$ cat config.mk
export PLATFORM = sky130hd
export DESIGN_NAME = regfile_scoreboard_flat
export DESIGN_NICKNAME = d
export VERILOG_FILES = /design/src/rtl/regfile_scoreboard_if.sv /design/src/rtl/regfile_scoreboard.sv /design/src/flat_wrapper.sv
export SDC_FILE = /design/constraint.sdc
export NUM_CORES = 2
export LEC_CHECK = 0
export ABC_AREA = 0
export CORE_ASPECT_RATIO = 0.75
export CORE_UTILIZATION = 45
export DETAILED_ROUTE_END_ITERATION = 8
export PLACE_DENSITY = 0.61
export SYNTH_ARGS = -nofsm -noshare
export SYNTH_HDL_FRONTEND = slang
export SYNTH_SLANG_ARGS = --single-unit
$ cat constraint.sdc
create_clock -name clk -period 77.9 [get_ports clk]
set_input_delay 7.79 -clock clk [delete_from_list [all_inputs] [get_ports clk]]
set_output_delay 7.79 -clock clk [all_outputs]
set_load 0.02 [all_outputs]
$ cat src/rtl/regfile_scoreboard_if.sv
// Decode / write-back bundle for the register file scoreboard.
// The master side is the pipeline (decode plus write-back stage); the slave side is the register file.
interface regfile_scoreboard_if #(
  parameter int RFW = 5,
  parameter int DW  = 32
);
  logic [RFW-1:0] rs1_addr;
  logic [RFW-1:0] rs2_addr;
  logic           issue_valid;
  logic           issue_wen;
  logic [RFW-1:0] issue_rd;
  logic           wb_valid;
  logic [RFW-1:0] wb_rd;
  logic [DW-1:0]  wb_data;
  logic [DW-1:0]  r1;
  logic [DW-1:0]  r2;
  logic           stall;
  logic           wb_err;

  modport master (
    output rs1_addr, rs2_addr, issue_valid, issue_wen, issue_rd,
    output wb_valid, wb_rd, wb_data,
    input  r1, r2, stall, wb_err
  );

  modport slave (
    input  rs1_addr, rs2_addr, issue_valid, issue_wen, issue_rd,
    input  wb_valid, wb_rd, wb_data,
    output r1, r2, stall, wb_err
  );
endinterface

$ cat src/rtl/regfile_scoreboard.sv
// Register file with a per-register pending-write counter.
// Decode stalls while a source has an outstanding writer. Write-back bypasses into same-cycle reads
// and can release a stall in the cycle it retires the last writer.
module regfile_scoreboard #(
  parameter int RFW = 5,
  parameter int DW  = 32
) (
  input logic                clk,
  input logic                rst,
  regfile_scoreboard_if.slave bus
);
  localparam int NREG = 1 << RFW;
  localparam logic [RFW-1:0] ADDR_ZERO = {RFW{1'b0}};

  logic [DW-1:0] regs_r [NREG];
  logic [1:0]    cnt_r  [NREG];
  logic          wb_err_r;

  logic          wb_hit_s;
  logic          busy1_s;
  logic          busy2_s;
  logic          full_s;
  logic          stall_s;
  logic          issue_inc_s;
  logic          same_rd_s;
  logic [DW-1:0] r1_s;
  logic [DW-1:0] r2_s;

  // A register is busy unless it has no writer or this cycle's write-back retires its only one.
  function automatic logic busy_f(input logic [1:0] cnt, input logic retiring);
    busy_f = (cnt != 2'd0) && !(retiring && (cnt == 2'd1));
  endfunction

  // Register 0 is hard-wired; otherwise the write-back port wins over the stored value.
  function automatic logic [DW-1:0] read_f(input logic [RFW-1:0] addr, input logic bypass,
                                           input logic [DW-1:0] wb_data, input logic [DW-1:0] stored);
    if (addr == ADDR_ZERO) begin
      read_f = {DW{1'b0}};
    end else if (bypass) begin
      read_f = wb_data;
    end else begin
      read_f = stored;
    end
  endfunction

  // Read mux, hazard detection and issue/retire decisions.
  always_comb begin
    wb_hit_s    = bus.wb_valid && (bus.wb_rd != ADDR_ZERO);
    r1_s        = read_f(bus.rs1_addr, bus.wb_valid && (bus.wb_rd == bus.rs1_addr),
                         bus.wb_data, regs_r[bus.rs1_addr]);
    r2_s        = read_f(bus.rs2_addr, bus.wb_valid && (bus.wb_rd == bus.rs2_addr),
                         bus.wb_data, regs_r[bus.rs2_addr]);
    busy1_s     = busy_f(cnt_r[bus.rs1_addr], bus.wb_valid && (bus.wb_rd == bus.rs1_addr));
    busy2_s     = busy_f(cnt_r[bus.rs2_addr], bus.wb_valid && (bus.wb_rd == bus.rs2_addr));
    // A saturated destination may still issue when a write-back frees a slot this cycle.
    full_s      = bus.issue_wen && (bus.issue_rd != ADDR_ZERO) && (cnt_r[bus.issue_rd] == 2'd3)
                  && !(bus.wb_valid && (bus.wb_rd == bus.issue_rd));
    stall_s     = bus.issue_valid && (busy1_s || busy2_s || full_s);
    issue_inc_s = bus.issue_valid && !stall_s && bus.issue_wen && (bus.issue_rd != ADDR_ZERO);
    same_rd_s   = issue_inc_s && wb_hit_s && (bus.issue_rd == bus.wb_rd);
  end

  assign bus.r1     = r1_s;
  assign bus.r2     = r2_s;
  assign bus.stall  = stall_s;
  assign bus.wb_err = wb_err_r;

  // Register storage: write-back data lands at the edge; register 0 is never written.
  always_ff @(posedge clk or posedge rst) begin
    if (rst) begin
      for (int i = 0; i < NREG; i++) begin
        regs_r[i] <= {DW{1'b0}};
      end
    end else if (wb_hit_s) begin
      regs_r[bus.wb_rd] <= bus.wb_data;
    end else begin
      regs_r[bus.wb_rd] <= regs_r[bus.wb_rd];
    end
  end

  // Pending-writer counters: issue increments, write-back decrements without underflow.
  always_ff @(posedge clk or posedge rst) begin
    if (rst) begin
      for (int i = 0; i < NREG; i++) begin
        cnt_r[i] <= 2'd0;
      end
    end else if (!same_rd_s) begin
      // issue_rd and wb_rd differ here, so the two updates never collide.
      if (issue_inc_s) begin
        cnt_r[bus.issue_rd] <= cnt_r[bus.issue_rd] + 2'd1;
      end
      if (wb_hit_s && (cnt_r[bus.wb_rd] != 2'd0)) begin
        cnt_r[bus.wb_rd] <= cnt_r[bus.wb_rd] - 2'd1;
      end
    end
  end

  // Sticky flag for a write-back with no matching outstanding writer.
  always_ff @(posedge clk or posedge rst) begin
    if (rst) begin
      wb_err_r <= 1'b0;
    end else if (wb_hit_s && (cnt_r[bus.wb_rd] == 2'd0)) begin
      wb_err_r <= 1'b1;
    end else begin
      wb_err_r <= wb_err_r;
    end
  end
endmodule

$ cat src/flat_wrapper.sv
// flat-port wrapper written by rule: the top's interface ports become plain ports
module regfile_scoreboard_flat 
#(
  parameter int RFW = 5,
  parameter int DW  = 32
)
  (clk, rst, bus_rs1_addr, bus_rs2_addr, bus_issue_valid, bus_issue_wen, bus_issue_rd, bus_wb_valid, bus_wb_rd, bus_wb_data, bus_r1, bus_r2, bus_stall, bus_wb_err);
  regfile_scoreboard_if #(.RFW(RFW), .DW(DW)) bus_i ();
  input logic clk;
  input logic rst;
  input wire logic [$bits(bus_i.rs1_addr)-1:0] bus_rs1_addr;
  input wire logic [$bits(bus_i.rs2_addr)-1:0] bus_rs2_addr;
  input wire logic [$bits(bus_i.issue_valid)-1:0] bus_issue_valid;
  input wire logic [$bits(bus_i.issue_wen)-1:0] bus_issue_wen;
  input wire logic [$bits(bus_i.issue_rd)-1:0] bus_issue_rd;
  input wire logic [$bits(bus_i.wb_valid)-1:0] bus_wb_valid;
  input wire logic [$bits(bus_i.wb_rd)-1:0] bus_wb_rd;
  input wire logic [$bits(bus_i.wb_data)-1:0] bus_wb_data;
  output wire logic [$bits(bus_i.r1)-1:0] bus_r1;
  output wire logic [$bits(bus_i.r2)-1:0] bus_r2;
  output wire logic [$bits(bus_i.stall)-1:0] bus_stall;
  output wire logic [$bits(bus_i.wb_err)-1:0] bus_wb_err;
  assign bus_i.rs1_addr = bus_rs1_addr;
  assign bus_i.rs2_addr = bus_rs2_addr;
  assign bus_i.issue_valid = bus_issue_valid;
  assign bus_i.issue_wen = bus_issue_wen;
  assign bus_i.issue_rd = bus_issue_rd;
  assign bus_i.wb_valid = bus_wb_valid;
  assign bus_i.wb_rd = bus_wb_rd;
  assign bus_i.wb_data = bus_wb_data;
  assign bus_r1 = bus_i.r1;
  assign bus_r2 = bus_i.r2;
  assign bus_stall = bus_i.stall;
  assign bus_wb_err = bus_i.wb_err;
  regfile_scoreboard #(.RFW(RFW), .DW(DW)) u_core (.clk(clk), .rst(rst), .bus(bus_i));
endmodule
# [After elaboration in Yosys (flattened, before gate mapping)]
# Index checks and enable logic that the tools add are counted.
# Widths: inputs -> output; s select.
[totals] ff_bits=1089 latchBits=0 ramBits=0 rom_bits=0 input_bits=57 wordCells=158 n_memories=0
[op_classes] n_addsub=2 mul=0 n_div=0 magnitude_cmp=6 eq_ne=7 n_shift=0 mux=39 n_bitwise=4 n_reduce_logical=35
[ops] operator="$bwmux 1024" n=2
[ops] operator="$mux 1024" n=1
[ops] operator="$bmux 32 s5" n=3
[ops] operator="$mux 32" n=11
[ops] operator="$mux 64" n=3
[ops] operator="$demux 32 s5" n=1
[ops] operator="$bwmux 64" n=2
[ops] operator="$bmux 2 s5" n=4
[ops] operator="$ge 6x6->1 const B" n=4
[ops] operator="$not 5->6" n=4
[ops] operator="$logic_and 1x1->1" n=21
[ops] operator="$demux 2 s5" n=2
[ops] operator="$eq 5x5->1" n=4
[ops] operator="$mux 2" n=10
[ops] operator="$lt 6x1->1 const B" n=2
[ops] operator="$logic_not 5->1" n=2
[ops] operator="$reduce_bool 5->1" n=2
[ops] operator="$reduce_bool 2->1" n=3
[ops] operator="$eq 2x1->1 const B" n=2
[ops] operator="$logic_not 1->1" n=4
[ops] operator="$add 2x1->2 const B" n=1
[ops] operator="$eq 2x2->1 const B" n=1
[ops] operator="$logic_not 2->1" n=1
[ops] operator="$logic_or 1x1->1" n=2
[ops] operator="$sub 2x1->2 const B" n=1

# [Logic depth before layout (Yosys ltp)]
[depth] ltp_word=20 depth_mapped=17 ltp_nobuf=11

# [Worst setup path before layout]
# Ideal clock, no wire load.
[synth_timing] path_kind="input to output" startpoint="input bus_issue_rd[0]" endpoint="output bus_stall" arrival_time_ns=10.758 required_time_ns=70.110 slack_ns=59.352 cell_stages=11 path_cell_list="buf_1 -> clkbuf_1 -> mux4_2 -> a22oi_1 -> nand4_1 -> ha_1 -> nand2_1 -> a21oi_1 -> a211oi_1 -> clkbuf_1 -> a21boi_0"
[synth_between] elab_chain_len=9 word_cells_on_any_way=14 classes_between="eq/ne (2); mux (3); bitwise (1); reduce/logical (8)"
[synth_rtl] element="start: declaration" line_no="flat_wrapper.sv:15" rtl="input wire logic [$bits(bus_i.issue_rd)-1:0] bus_issue_rd;"
[synth_rtl] element="$not 5->6 (not written as such)" line_no="regfile_scoreboard.sv:56" rtl="full_s = bus.issue_wen && (bus.issue_rd != ADDR_ZERO) && (cnt_r[bus.issue_rd] == 2'd3)"
[synth_rtl] element="$bmux 2 s5" line_no="regfile_scoreboard.sv:56"
[synth_rtl] element="$mux 2 (not written as such) (2 in a row)" line_no="regfile_scoreboard.sv:56"
[synth_rtl] element="$eq 2x2->1" line_no="regfile_scoreboard.sv:56"
[synth_rtl] element="$logic_and 1x1->1" line_no="regfile_scoreboard.sv:56"
[synth_rtl] element="$logic_and 1x1->1 (*)" line_no="regfile_scoreboard.sv:57" rtl="&& !(bus.wb_valid && (bus.wb_rd == bus.issue_rd));"
[synth_rtl] element="$logic_or 1x1->1 (*)" line_no="regfile_scoreboard.sv:58" rtl="stall_s = bus.issue_valid && (busy1_s || busy2_s || full_s);"
[synth_rtl] element="$logic_and 1x1->1 (*)" line_no="regfile_scoreboard.sv:58"
[synth_rtl] element="end: declaration" line_no="flat_wrapper.sv:21" rtl="output wire logic [$bits(bus_i.stall)-1:0] bus_stall;"
# Mark *: on every way between the ends. The rest lies on a longest branch, timed or not. The select of a mux whose other input is x is not followed.

# [Final worst setup path]
[layout_timing] startpoint="input bus_rs1_addr[0]" endpoint="output bus_r1[4]"
[layout_between] elab_chain_len=6 word_cells_on_any_way=9 classes_between="eq/ne (1); mux (5); bitwise (1); reduce/logical (2)"
[layout_rtl] element="start: declaration" line_no="flat_wrapper.sv:11" rtl="input wire logic [$bits(bus_i.rs1_addr)-1:0] bus_rs1_addr;"
[layout_rtl] element="$not 5->6 (not written as such)" line_no="regfile_scoreboard.sv:50" rtl="bus.wb_data, regs_r[bus.rs1_addr]);"
[layout_rtl] element="$bmux 32 s5" line_no="regfile_scoreboard.sv:50"
[layout_rtl] element="$mux 32 (not written as such) (2 in a row)" line_no="regfile_scoreboard.sv:50"
[layout_rtl] element="$mux 32" line_no="regfile_scoreboard.sv:39" rtl="end else if (bypass) begin"
[layout_rtl] element="$mux 32 (*)" line_no="regfile_scoreboard.sv:37" rtl="if (addr == ADDR_ZERO) begin"
[layout_rtl] element="end: declaration" line_no="flat_wrapper.sv:19" rtl="output wire logic [$bits(bus_i.r1)-1:0] bus_r1;"
# Marks and branches as above.

==> impl_results.md <==
* Status: finished clean
* Top FF cell, synth: dfrtp_1
* Clock Sinks at ~1100
* Via count at 51100
* # resized after CTS at 0
* Worst slack, placed at about 57000 ps
* Worst-Skew Late Latency at 780 ps
* Largest net degree at the start of global routing at approximately 160
* Most frequent cells in the layout: dfrtp_1 (1089), nand2_1 (1024), o21ai_0 (1004)
* Post-synthesis async set-or-reset flop share at 100%
* Post-route ant nets at 0
* Crit path cell chain: buf_8, buf_4, buf_12, buf_4, mux4_2, mux4_2, mux2i_1, a211oi_1, clkdlybuf4s50_1
* DR iter-0 viols at between 7000 and 8000
* CTS tree: yes
* Worst setup SP type: primary input
* Maximum VDD drop at around 0.00002 V
* HPWL Detailed at between 100000 and 150000 um
* Seq/Total Area, Yosys at about two fifths
* Die span in x at 445 um
* Netlist cell types at between 60 and 70
* Wire length of the first global-routing pass at around 350000 um
* Setup Buffers After CTS at 0
* Slew HR at roughly a fifth
* Worst r2r src: u_core.cnt_r[60]
* Sum Neg Setup Slack at 0 ps
* # setup viols final at 0
* Critical Path Start: bus_rs1_addr[0]
* MaxCap Viol Count at 0
* Maximum clock path buffer count at 3
* Port Buf Inserts at between 100 and 150
* R2R Path End: u_core.cnt_r[59]
* Worst clock skew at between 20 and 25 ps
* Worst R2R Path Depth at 9
* DRC errors left at 0
* Clk slew on worst S/H paths at roughly 60 ps
* Net count of the mapped netlist at between 5000 and 6000
* Crit path largest cell delay at 820 ps
* Vias in the first global route at about 49000
* Root Buffer: clkbuf_16
* Core area at between 0.1 and 0.15 sq mm
* Worst Hold Class: reg -> reg
* RSZ-0062 raised after global routing: false
* Yosys synthesis warning count at 0
* GP Congestion at 0.966
* Period minus WS final at slightly above 20000 ps
* Crit. End Element: output pin
* Overall routing resource usage at approximately a third
* Syn_area_per_cell at roughly 12 sq um
* Leakage at 29.6 nW
* Mapped Area at 0.0661 sq mm
* HP Start: u_core.regs_r[1023]
* Grt total ovfl at 0
* Tightest Pin Transition at around 1200 ps
* Max Clk Rate at 48.3 MHz
* DIE AREA at approximately 0.15 sq mm
* Die height at approximately 330 um
* Endpoints failing hold at 0
* Required @ worst endpoint at around 70000 ps
* Pins Over Slew Limit at 0
* Bufs and invs on worst path at 5
* FP Rows at ~120
* I/O pin count at 123
* Routed wire per std cell at about 32 um
* CP Class: in -> out
* Worst hold stages at 0
* EDFF count, synth at 0
* Tcrit/Tclk final at around a quarter
* Initial Util at ~45%
* Final worst setup slack at approximately 57000 ps
* 1st-pass router iterations at 8
* Layout area overhead at 9.97%
* Fraction of layout cells with a size suffix above 1 at about 25%
* Power density over cell area at 27.7 mW/mm^2
* Flops & latches, synth at between 1000 and 1500
* Reg2Reg Setup Slack at about 74000 ps
* Routed wire length at 235000 um
* Critical-path maximum fanout at 105
* Slowest-stage cell, CP: buf_4
* Worst path top cell family by delay: buffers and inverters
* Synth Instances at ~5700
* TritonCTS buffer count at 114
* DR vias/cell at 6.86
* Commonest non-fill, non-tap cell in the layout: dfrtp_1
* Hold endpoint: u_core.regs_r[1023]
* CTS Hold Bufs at 0
* Final nets at between 5000 and 6000
* WP data arrival at roughly 13000 ps
* Htree depth at 3
* Antenna violations before repair at 5
[cells by family after synthesis]
| logic type | count (synthesis) | synth area share (%) |
|---|---|---|
| adders and majority gates | 2 | 0.0379 |
| DFF | 1089 | 41.2 |
| AOI/OAI and AO/OA | 1424 | 12.5 |
| and+or+nand+nor | 1405 | 8.79 |
| buffers and inverters | 721 | 4.18 |
| muxes | 1039 | 33.1 |
| xor gates and xnor gates | 15 | 0.199 |
[cell type report]
cell class / count / area [sq um]
Tap cell: 1968 / 2460
Multi-Input combinational cell: 3885 / 36400
Fill cell: 12600 / 72800
Timing Repair Buffer: 260 / 2350
Clock buffer: 150 / 3200
Clock inverter: 62 / 857
Sequential cell: 1089 / 27300
Antenna cell: 1 / 2.50
Inverter: 39 / 155
[where the power goes]
group	switching (mW)	total, mW	internal, mW
sequential	0.149	0.850	0.701
clock	0.250	0.599	0.349
combinational	0.264	0.564	0.300
[metal layers]
| metal | vias up | share of wire (%) | GRT usage (%) |
|---|---|---|---|
| met5 | - | 0 | 0 |
| li1 | 21000 | - | - |
| met3 | 570 | 13 | 10.7 |
| met4 | 0 | 4.0 | 11.5 |
| met1 | 26100 | 39 | 44.4 |
| met2 | 3422 | 44 | 46.5 |
[metrics by stage]
step | instance area (sq um) | total power, mW | cells | hold slack, ps | utilization, %
finish | 72700 | 2.01 | 7454 | 419 | 50.0
global route | 72700 | 2.10 | 7454 | 428 | 50.0
CTS | 72700 | 2.01 | 7453 | 414 | 50.0
detailed placement | 68600 | 1.41 | 7241 | 402 | 47.2
global placement | 68600 | 1.39 | 7241 | 395 | 47.2
floorplan | 66100 | 1.22 | 5695 | 458 | -
[cells in the mapped netlist (all sizes together) (50+ instances only)]
cell type	instances	share of area, %
dfrtp	1089	41
nand2	1056	6.0
o21ai	1037	7.9
mux4	918	31
clkbuf	550	3.1
buf	132	0.83
nor2	122	0.69
mux2i	118	1.8
a211oi	104	1.2
a22oi	83	0.94
nand3	52	0.39
a21oi	50	0.38
[worst reg2reg max path: stages, from the launching register on]
cell and delay, ps:
dfrtp_1 430, mux4_2 470, nor2b_1 140, a2111oi_0 800, a31oi_1 160, a211oi_2 300
buf_4 330, nand4_1 870, nor4_1 630, a221oi_2 80
[how the worst max path moves through the flow]
stage               cells past startpoint  slack [ps]                end
floorplan                               1       39450  u_core.bus.wb_err
global placement                        9       57130          bus_r1[4]
detailed placement                      9       57050          bus_r1[4]
CTS                                     9       57060          bus_r1[4]
global route                            9       56760          bus_r1[4]
finish                                  9       57180          bus_r1[4]
[registers in the layout, summed over array words and instances, names as in the netlist]
register and flops:
u_core.regs_r 1024, u_core.cnt_r 64, u_core.bus.wb_err 1
(Power assumes the default switching activity.)
